## src/rtl/uart_rx_frontend.sv

```systemverilog
// Oversampled 8N1 UART receiver with a 1-entry valid/ready holding register.
// Define UART_RX_PARITY_EN for 8E1 frames and the parity_err output.
module uart_rx_frontend #(
  parameter int CLKS_PER_BIT = 5208,
  parameter int SYNC_STAGES  = 2
) (
  input  logic       clk,
  input  logic       rst,
  input  logic       RX,
  output logic [7:0] rx_data,
  output logic       rx_valid,
  input  logic       rx_ready,
  output logic       frame_err,
  output logic       overrun,
`ifdef UART_RX_PARITY_EN
  output logic       parity_err,
`endif
  output logic       busy
);

  localparam logic [15:0] HALF = 16'(CLKS_PER_BIT / 2 - 1);
  localparam logic [15:0] LAST = 16'(CLKS_PER_BIT - 1);

  typedef enum logic [2:0] {
    IDLE   = 3'd0,
    START  = 3'd1,
    DATA   = 3'd2,
`ifdef UART_RX_PARITY_EN
    PARITY = 3'd3,
`endif
    STOP   = 3'd4,
    BRK    = 3'd5
  } state_t;

  state_t                 state_q, state_d;
  logic [SYNC_STAGES-1:0] sync_q;
  logic                   rxs;
  logic [15:0]            cnt_q, cnt_d;
  logic [2:0]             idx_q, idx_d;
  logic [7:0]             shift_q, shift_d;
  logic                   commit, ferr;
`ifdef UART_RX_PARITY_EN
  logic                   par_q, par_d;
`endif

  assign rxs  = sync_q[SYNC_STAGES-1];
  assign busy = (state_q != IDLE);

  // Synchroniser resets to the idle line level so reset never fakes a start bit.
  always_ff @(posedge clk) begin
    if (rst) sync_q <= '1;
    else     sync_q <= {sync_q[SYNC_STAGES-2:0], RX};
  end

  always_comb begin
    state_d = state_q;
    cnt_d   = cnt_q + 16'd1;
    idx_d   = idx_q;
    shift_d = shift_q;
    commit  = 1'b0;
    ferr    = 1'b0;
`ifdef UART_RX_PARITY_EN
    par_d   = par_q;
`endif
    case (state_q)
      IDLE: begin
        cnt_d = '0;
        if (!rxs) state_d = START;
      end
      START: if (cnt_q == HALF) begin
        cnt_d   = '0;
        idx_d   = '0;
        state_d = rxs ? IDLE : DATA;
      end
      DATA: if (cnt_q == LAST) begin
        cnt_d   = '0;
        shift_d = {rxs, shift_q[7:1]};
        if (idx_q == 3'd7) begin
`ifdef UART_RX_PARITY_EN
          state_d = PARITY;
`else
          state_d = STOP;
`endif
        end else begin
          idx_d = idx_q + 3'd1;
        end
      end
`ifdef UART_RX_PARITY_EN
      PARITY: if (cnt_q == LAST) begin
        cnt_d   = '0;
        par_d   = rxs;
        state_d = STOP;
      end
`endif
      STOP: if (cnt_q == LAST) begin
        cnt_d = '0;
        if (rxs) begin
          commit  = 1'b1;
          state_d = IDLE;
        end else begin
          ferr    = 1'b1;
          state_d = BRK;
        end
      end
      BRK: begin
        cnt_d = '0;
        if (rxs) state_d = IDLE;
      end
      default: begin
        cnt_d   = '0;
        state_d = IDLE;
      end
    endcase
  end

  always_ff @(posedge clk) begin
    if (rst) begin
      state_q <= IDLE;
      cnt_q   <= '0;
      idx_q   <= '0;
    end else begin
      state_q <= state_d;
      cnt_q   <= cnt_d;
      idx_q   <= idx_d;
    end
  end

  // Shift/parity capture is pure datapath; control decides when it is consumed.
  always_ff @(posedge clk) begin
    shift_q <= shift_d;
`ifdef UART_RX_PARITY_EN
    par_q   <= par_d;
`endif
  end

  // Holding register: a commit may land in the same cycle the old byte is accepted.
  always_ff @(posedge clk) begin
    if (rst) begin
      rx_data   <= 8'h00;
      rx_valid  <= 1'b0;
      frame_err <= 1'b0;
      overrun   <= 1'b0;
`ifdef UART_RX_PARITY_EN
      parity_err <= 1'b0;
`endif
    end else begin
      frame_err <= ferr;
      overrun   <= commit && rx_valid && !rx_ready;
`ifdef UART_RX_PARITY_EN
      parity_err <= commit && ((^shift_q) ^ par_q);
`endif
      if (commit && (!rx_valid || rx_ready)) begin
        rx_data  <= shift_q;
        rx_valid <= 1'b1;
      end else if (rx_valid && rx_ready) begin
        rx_valid <= 1'b0;
      end
    end
  end

endmodule

```

## config.mk

```make
export PLATFORM = sky130hd
export DESIGN_NAME = uart_rx_frontend
export DESIGN_NICKNAME = d
export VERILOG_FILES = /design/src/rtl/uart_rx_frontend.sv
export SDC_FILE = /design/constraint.sdc
export NUM_CORES = 1
export LEC_CHECK = 0
export CORE_AREA = 2 2 65 97
export CTS_BUF_LIST = sky130_fd_sc_hd__clkbuf_8 sky130_fd_sc_hd__clkbuf_16
export DETAILED_ROUTE_END_ITERATION = 6
export DIE_AREA = 0 0 67 99
export GPL_TIMING_DRIVEN = 0
export MAX_ROUTING_LAYER = met4
export PLACE_DENSITY = 0.52
export SYNTH_ARGS = -nofsm -noshare
export SYNTH_HDL_FRONTEND = slang
export SYNTH_SLANG_ARGS = --single-unit
```

## constraint.sdc

```tcl
create_clock -name clk -period 3.5 [get_ports clk]
set_input_delay 0.7 -clock clk [delete_from_list [all_inputs] [get_ports clk]]
set_output_delay 0.7 -clock clk [all_outputs]
set_load 0.02 [all_outputs]
```

After elaboration in Yosys (flattened, before gate mapping). Index checks and enable logic that the tools add are counted.

Logic and storage cells: 65. Output and inout bits: 12. Input bits: 4. Register bits: 43.

Bitwise operators: 2. Reductions and logical operators: 16. Eq/ne operators: 14. Multiplexer cells: 22. Add/subtract/negate cells: 2.

Operators with widths (number): two-way mux 16 bit (2); one-hot mux 16 bit (2 select lines) (1); two-way mux 3 bit (10); adder 16 x 1 -> 16 bit (second input constant) (1); == test 16 x 12 -> 1 bit (second input constant) (1); == test 16 x 13 -> 1 bit (second input constant) (1); one-hot mux 3 bit (5 select lines) (1); != test 2 bit (second input constant) (7); == test 3 bit (second input constant) (3); two-way mux 1 bit (6); one-hot mux 3 bit (2 select lines) (1); AND reduction 6 bit (1); logical AND 1 bit (4); AND reduction 4 bit (1); nonzero test 2 bit (2); adder 3 x 1 -> 3 bit (second input constant) (1); == test 3 x 1 -> 1 bit (second input constant) (1); == test 3 x 2 -> 1 bit (second input constant) (1); zero test 3 bit (1); nonzero test 3 bit (1); OR reduction 3 bit (1); zero test 1 bit (2); two-way mux 2 bit (1); inverter 1 bit (2); 3 further kinds (3).

Depth between registers and ports, before layout. Gate-level depths: netlist (run 1).

Depth after elaboration: 5. Mapped depth: 7. Gate-level depth less buffers: 7.

Worst setup path after synthesis (run 1). Ideal clock, no wire load.

Path kind: register to register. From: reg cnt_q[0]. To: reg shift_q[0] (enable). Arrival: 1.375 ns. Stages on the path, launching flop included: 5. Data required time: 3.130 ns. Path slack: 1.755 ns. Cells stage by stage: dfxtp_1 -> ha_1 -> and4bb_2 -> nand4_4 -> nor2_1.

Cells in the longest elaborated chain, start to end: 2.

Ends and longest elaborated chain: start, declared (line 38) `logic [15:0] cnt_q, cnt_d;`; start signal, assigned (line 123) `cnt_q <= cnt_d;`; == test 16 x 13 -> 1 bit (line 75) `DATA: if (cnt_q == LAST) begin`; AND reduction 2 bit (no source line); end signal, assigned (line 130) `shift_q <= shift_d;`; end, declared (line 40) `logic [7:0] shift_q, shift_d;`.

Every way passes these cells. A chain may end at the register's enable or synchronous reset.

Final worst setup path (run 1).
From: reg state_q[2]. To: out busy.

Cells in the longest elaborated chain, start to end: 1.

Ends and longest elaborated chain: start, declared (line 35) `state_t state_q, state_d;`; start signal, assigned (line 122) `state_q <= state_d;`; nonzero test 3 bit (line 47) `assign busy = (state_q != IDLE);`; end, declared (line 18) `output logic busy`.

Every way passes these cells.

==> impl_metrics.env, run 1 <==
export IMPL_status="finished, final reports clean"
export IMPL_final_fill_count=597
export IMPL_met1_length_mm=1.621
export IMPL_cp_slowest_cell="clkdlybuf4s50_1"
export IMPL_leakagePower_nw=0.7642
export IMPL_avgSynthCellArea_sq_um=10.27
export IMPL_ant_nets=0
export IMPL_yosys_warnings=0
export IMPL_async_flop_share=0
export IMPL_final_setup_viol_count=0
export IMPL_synthCells=191
export IMPL_rsz0062_at_grt="no"
export IMPL_syn_area_sq_um=1961
export IMPL_post_route_period_util=0.6797
export IMPL_synthTopCellsByArea="dfxtp_1 (36%), edfxtp_1 (12%), nor2_1 (7.1%)"
export IMPL_layout_nets=219
export IMPL_synth_xor_area_frac=0.06701
export IMPL_dp_hpwl_mm=2.669
export IMPL_synth_adder_area_share=0.01914
export IMPL_core_area_sq_um=5786
export IMPL_synth_top_cell_by_area="dfxtp_1"
export IMPL_synth_compound_area_frac=0.04850
export IMPL_numCtsBuffers=5
export IMPL_antenna_found_initial=0
export IMPL_cts_buffer_depth=2
export IMPL_critPathLaunchType="register"
export IMPL_critPathKind="reg -> out"
export IMPL_die_area_sq_um=6633
export IMPL_critPathRequiredTime_ns=2.80
export IMPL_multiInputGateArea_sq_um=929.6
export IMPL_ir_worst_vdd_mv=0.2756
export IMPL_synth_seq_cells=43
export IMPL_cts_htree_levels=2
export IMPL_cts_hold_buf=0
export IMPL_die_h_microns=99
export IMPL_wl_met3_microns=113
export IMPL_drv_cap=0
export IMPL_cp_arrival_ns=1.68
export IMPL_tightestPinTransition_ns=0.6981
export IMPL_wl_per_cell_microns=13.04
export IMPL_p_per_area_nw_per_um2=424.7
export IMPL_seq_power_share=0.539
export IMPL_vias=1365
export IMPL_power_internal_w=0.0007075
export IMPL_grt_max_degree=14
export IMPL_path_cells="buf_4 -> or3_1 -> clkdlybuf4s50_1"
export IMPL_post_route_min_period_ns=2.379
export IMPL_fin_skew_ns=0.005651
export IMPL_grt_pass1_vias=1407
export IMPL_layout_commonest_cell="nor2_1"
export IMPL_regArea_sq_um=940.9
export IMPL_critPathTopFamily="buffers and inverters"
export IMPL_drt_iter0_drc=63
export IMPL_syn_nets=198
export IMPL_max_slew_margin=0.5329
export IMPL_postRouteWirelength_mm=3.716
export IMPL_pwr_share_clk=0.314
export IMPL_seq_area_frac_synth=0.4799
export IMPL_ys_types=41
export IMPL_cts_setup_buffers=0
export IMPL_final_hold_viol_count=0
export IMPL_utilization=0.3934
export IMPL_cts_num_sinks=43
export IMPL_ys_flop_type="dfxtp_1"
export IMPL_cts_resized=0
export IMPL_synthSimpleGateAreaFrac=0.2833
export IMPL_synthMuxAreaShare=0.05616
export IMPL_drive_gt1_frac=0.1455
export IMPL_port_buffers=14
export IMPL_most_common_layout_cells="nor2_1 (37), dfxtp_1 (35), clkdlybuf4s50_1 (14)"
export IMPL_grt_pass1_wl_mm=6.451
export IMPL_viasPerCell=4.789
export IMPL_crit_path_end_kind="primary output"
export IMPL_netSwitchingFraction=0.2680
export IMPL_grt_util_all_layers=0.1313
export IMPL_placementRows=34
export IMPL_die_x_microns=67
export IMPL_combPwrFrac=0.147
export IMPL_fmax_mhz=420.3
export IMPL_synth_top_family_by_area="simple AND/OR/NAND/NOR gates"
export IMPL_start_util=0.3389
export IMPL_synth_top_area_share=0.3574
export IMPL_first_pass_iters=4
export IMPL_hp_class="reg -> reg"
export IMPL_met2_length_mm=1.916
export IMPL_diodes=0
export IMPL_cts_tree="done"
export IMPL_place_congestion=0.8241
export IMPL_netSwitchingPower_w=0.0002590
export IMPL_crit_fanout=10
export IMPL_areaGrowthSynthToFinish_pct=16.08
export IMPL_slew_violations=0
export IMPL_crit_buf_inv=2
export IMPL_highest_layer="met4"
export IMPL_synth_edff_count=8
export IMPL_cts_root_buffer="clkbuf_8"
export IMPL_grt_overflow=0
export IMPL_worstSkewPairLatency_ns=0.29
export IMPL_slowest_delay_ns=0.54
export IMPL_drc=0
export IMPL_setup_tns_ns=0
export IMPL_io_pins=16
export IMPL_clk_pin_slew_worst_paths_ns=0.08
## metrics by stage
step                worst slack, ns  hold WS [ns]  cells  total power [W]  cell area [sq um]
floorplan                     1.755        0.3895    191        0.0006377               1961
CTS                           1.104        0.4264    285        0.0009830               2276
finish                        1.121        0.4198    285        0.0009666               2276
global route                  1.044        0.4506    285         0.001021               2276
detailed placement            1.343        0.4024    277        0.0006730               2191
global placement              1.358        0.4051    277        0.0006754               2191
## worst paths after layout
| path | slack (ns) | start | to | depth (start not counted) |
|---|---|---|---|---|
| worst max-delay path | 1.12 | state_q[2] | busy | 3 |
| worst max register to register | 1.45 | cnt_q[0] | shift_q[6] | 4 |
| worst min register to register | 0.42 | sync_q[0] | sync_q[1] | 1 |
| worst min-delay path | 0.42 | sync_q[0] | sync_q[1] | 1 |
## layout make-up
class / instances / share of cell area
buffer: 8 / 0.03299
clock buffer: 5 / 0.03024
clock inverter: 3 / 0.007147
inverter: 4 / 0.006597
multi-input combinational: 136 / 0.4085
sequential: 43 / 0.4134
tap: 72 / 0.03958
timing repair buffer: 14 / 0.06157
## kinds of logic (layout without fill, tap and decap cells)
kind of cell / Yosys count / count (layout)
fa+ha+maj: 3 / 3
flops: 43 / 43
simple gates: 96 / 96
xor+xnor: 15 / 15
mux: 11 / 11
compound gates: 11 / 11
buf+inv: 12 / 34
## power groups by stage
stage | Sequential [W] | Clock (W) | Combinational, W
after floorplan | 0.000530 | 0 | 0.000108
after global placement | 0.000533 | 0 | 0.000142
after detailed placement | 0.000533 | 0 | 0.000140
after CTS | 0.000521 | 0.000321 | 0.000141
after global routing | 0.000523 | 0.000340 | 0.000157
final | 0.000521 | 0.000304 | 0.000142
## layer usage
layer	up-vias	track usage
li1	705	-
met1	632	0.1414
met2	22	0.2270
met3	6	0.03196
met4	0	0.04867
met5	-	-
## Yosys cell counts, types with 2 or more instances
| cell type | number |
|---|---|
| and4bb_2 | 3 |
| nand3_1 | 9 |
| buf_4 | 2 |
| inv_1 | 4 |
| or2_2 | 3 |
| nand2_1 | 13 |
| edfxtp_1 | 8 |
| mux2i_1 | 11 |
| buf_6 | 5 |
| ha_1 | 3 |
| dfxtp_1 | 35 |
| nor3_1 | 2 |
| and2_1 | 3 |
| nand2b_1 | 2 |
| nand4_1 | 6 |
| nor2_1 | 37 |
| xnor2_1 | 8 |
| xor2_1 | 7 |
| a21oi_1 | 5 |
| and3_1 | 2 |
| or3_1 | 3 |
## sequential cells by signal, summed over array words and instances, names as in the netlist
signal / flops
frame_err: 1
state_q: 3
overrun: 1
cnt_q: 16
rx_valid: 1
sync_q: 2
rx_data: 8
shift_q: 8
idx_q: 3
(Power assumes the default switching activity.)
==> run 2, diff against run 1 <==
==> constraint.sdc (replaced) <==
create_clock -name clk -period 2.3 [get_ports clk]
set_input_delay 0.46 -clock clk [delete_from_list [all_inputs] [get_ports clk]]
set_output_delay 0.46 -clock clk [all_outputs]
set_load 0.02 [all_outputs]
==> results of run 2 <==
The final DEF is identical to that of run 1. Status: finished, final reports clean.
Among the figures that moved: setup slack after placement 1.343 ns -> 0.2441 ns; setup slack after layout 1.121 ns -> 0.1609 ns; hold slack 0.4198 ns -> 0.4003 ns; register-to-register setup slack 1.45 ns -> 0.25 ns; end point of the worst hold path sync_q[1] -> sync_q[0]; total power 0.0009666 W -> 0.001471 W; worst IR drop on VDD 0.2756 mV -> 0.4195 mV
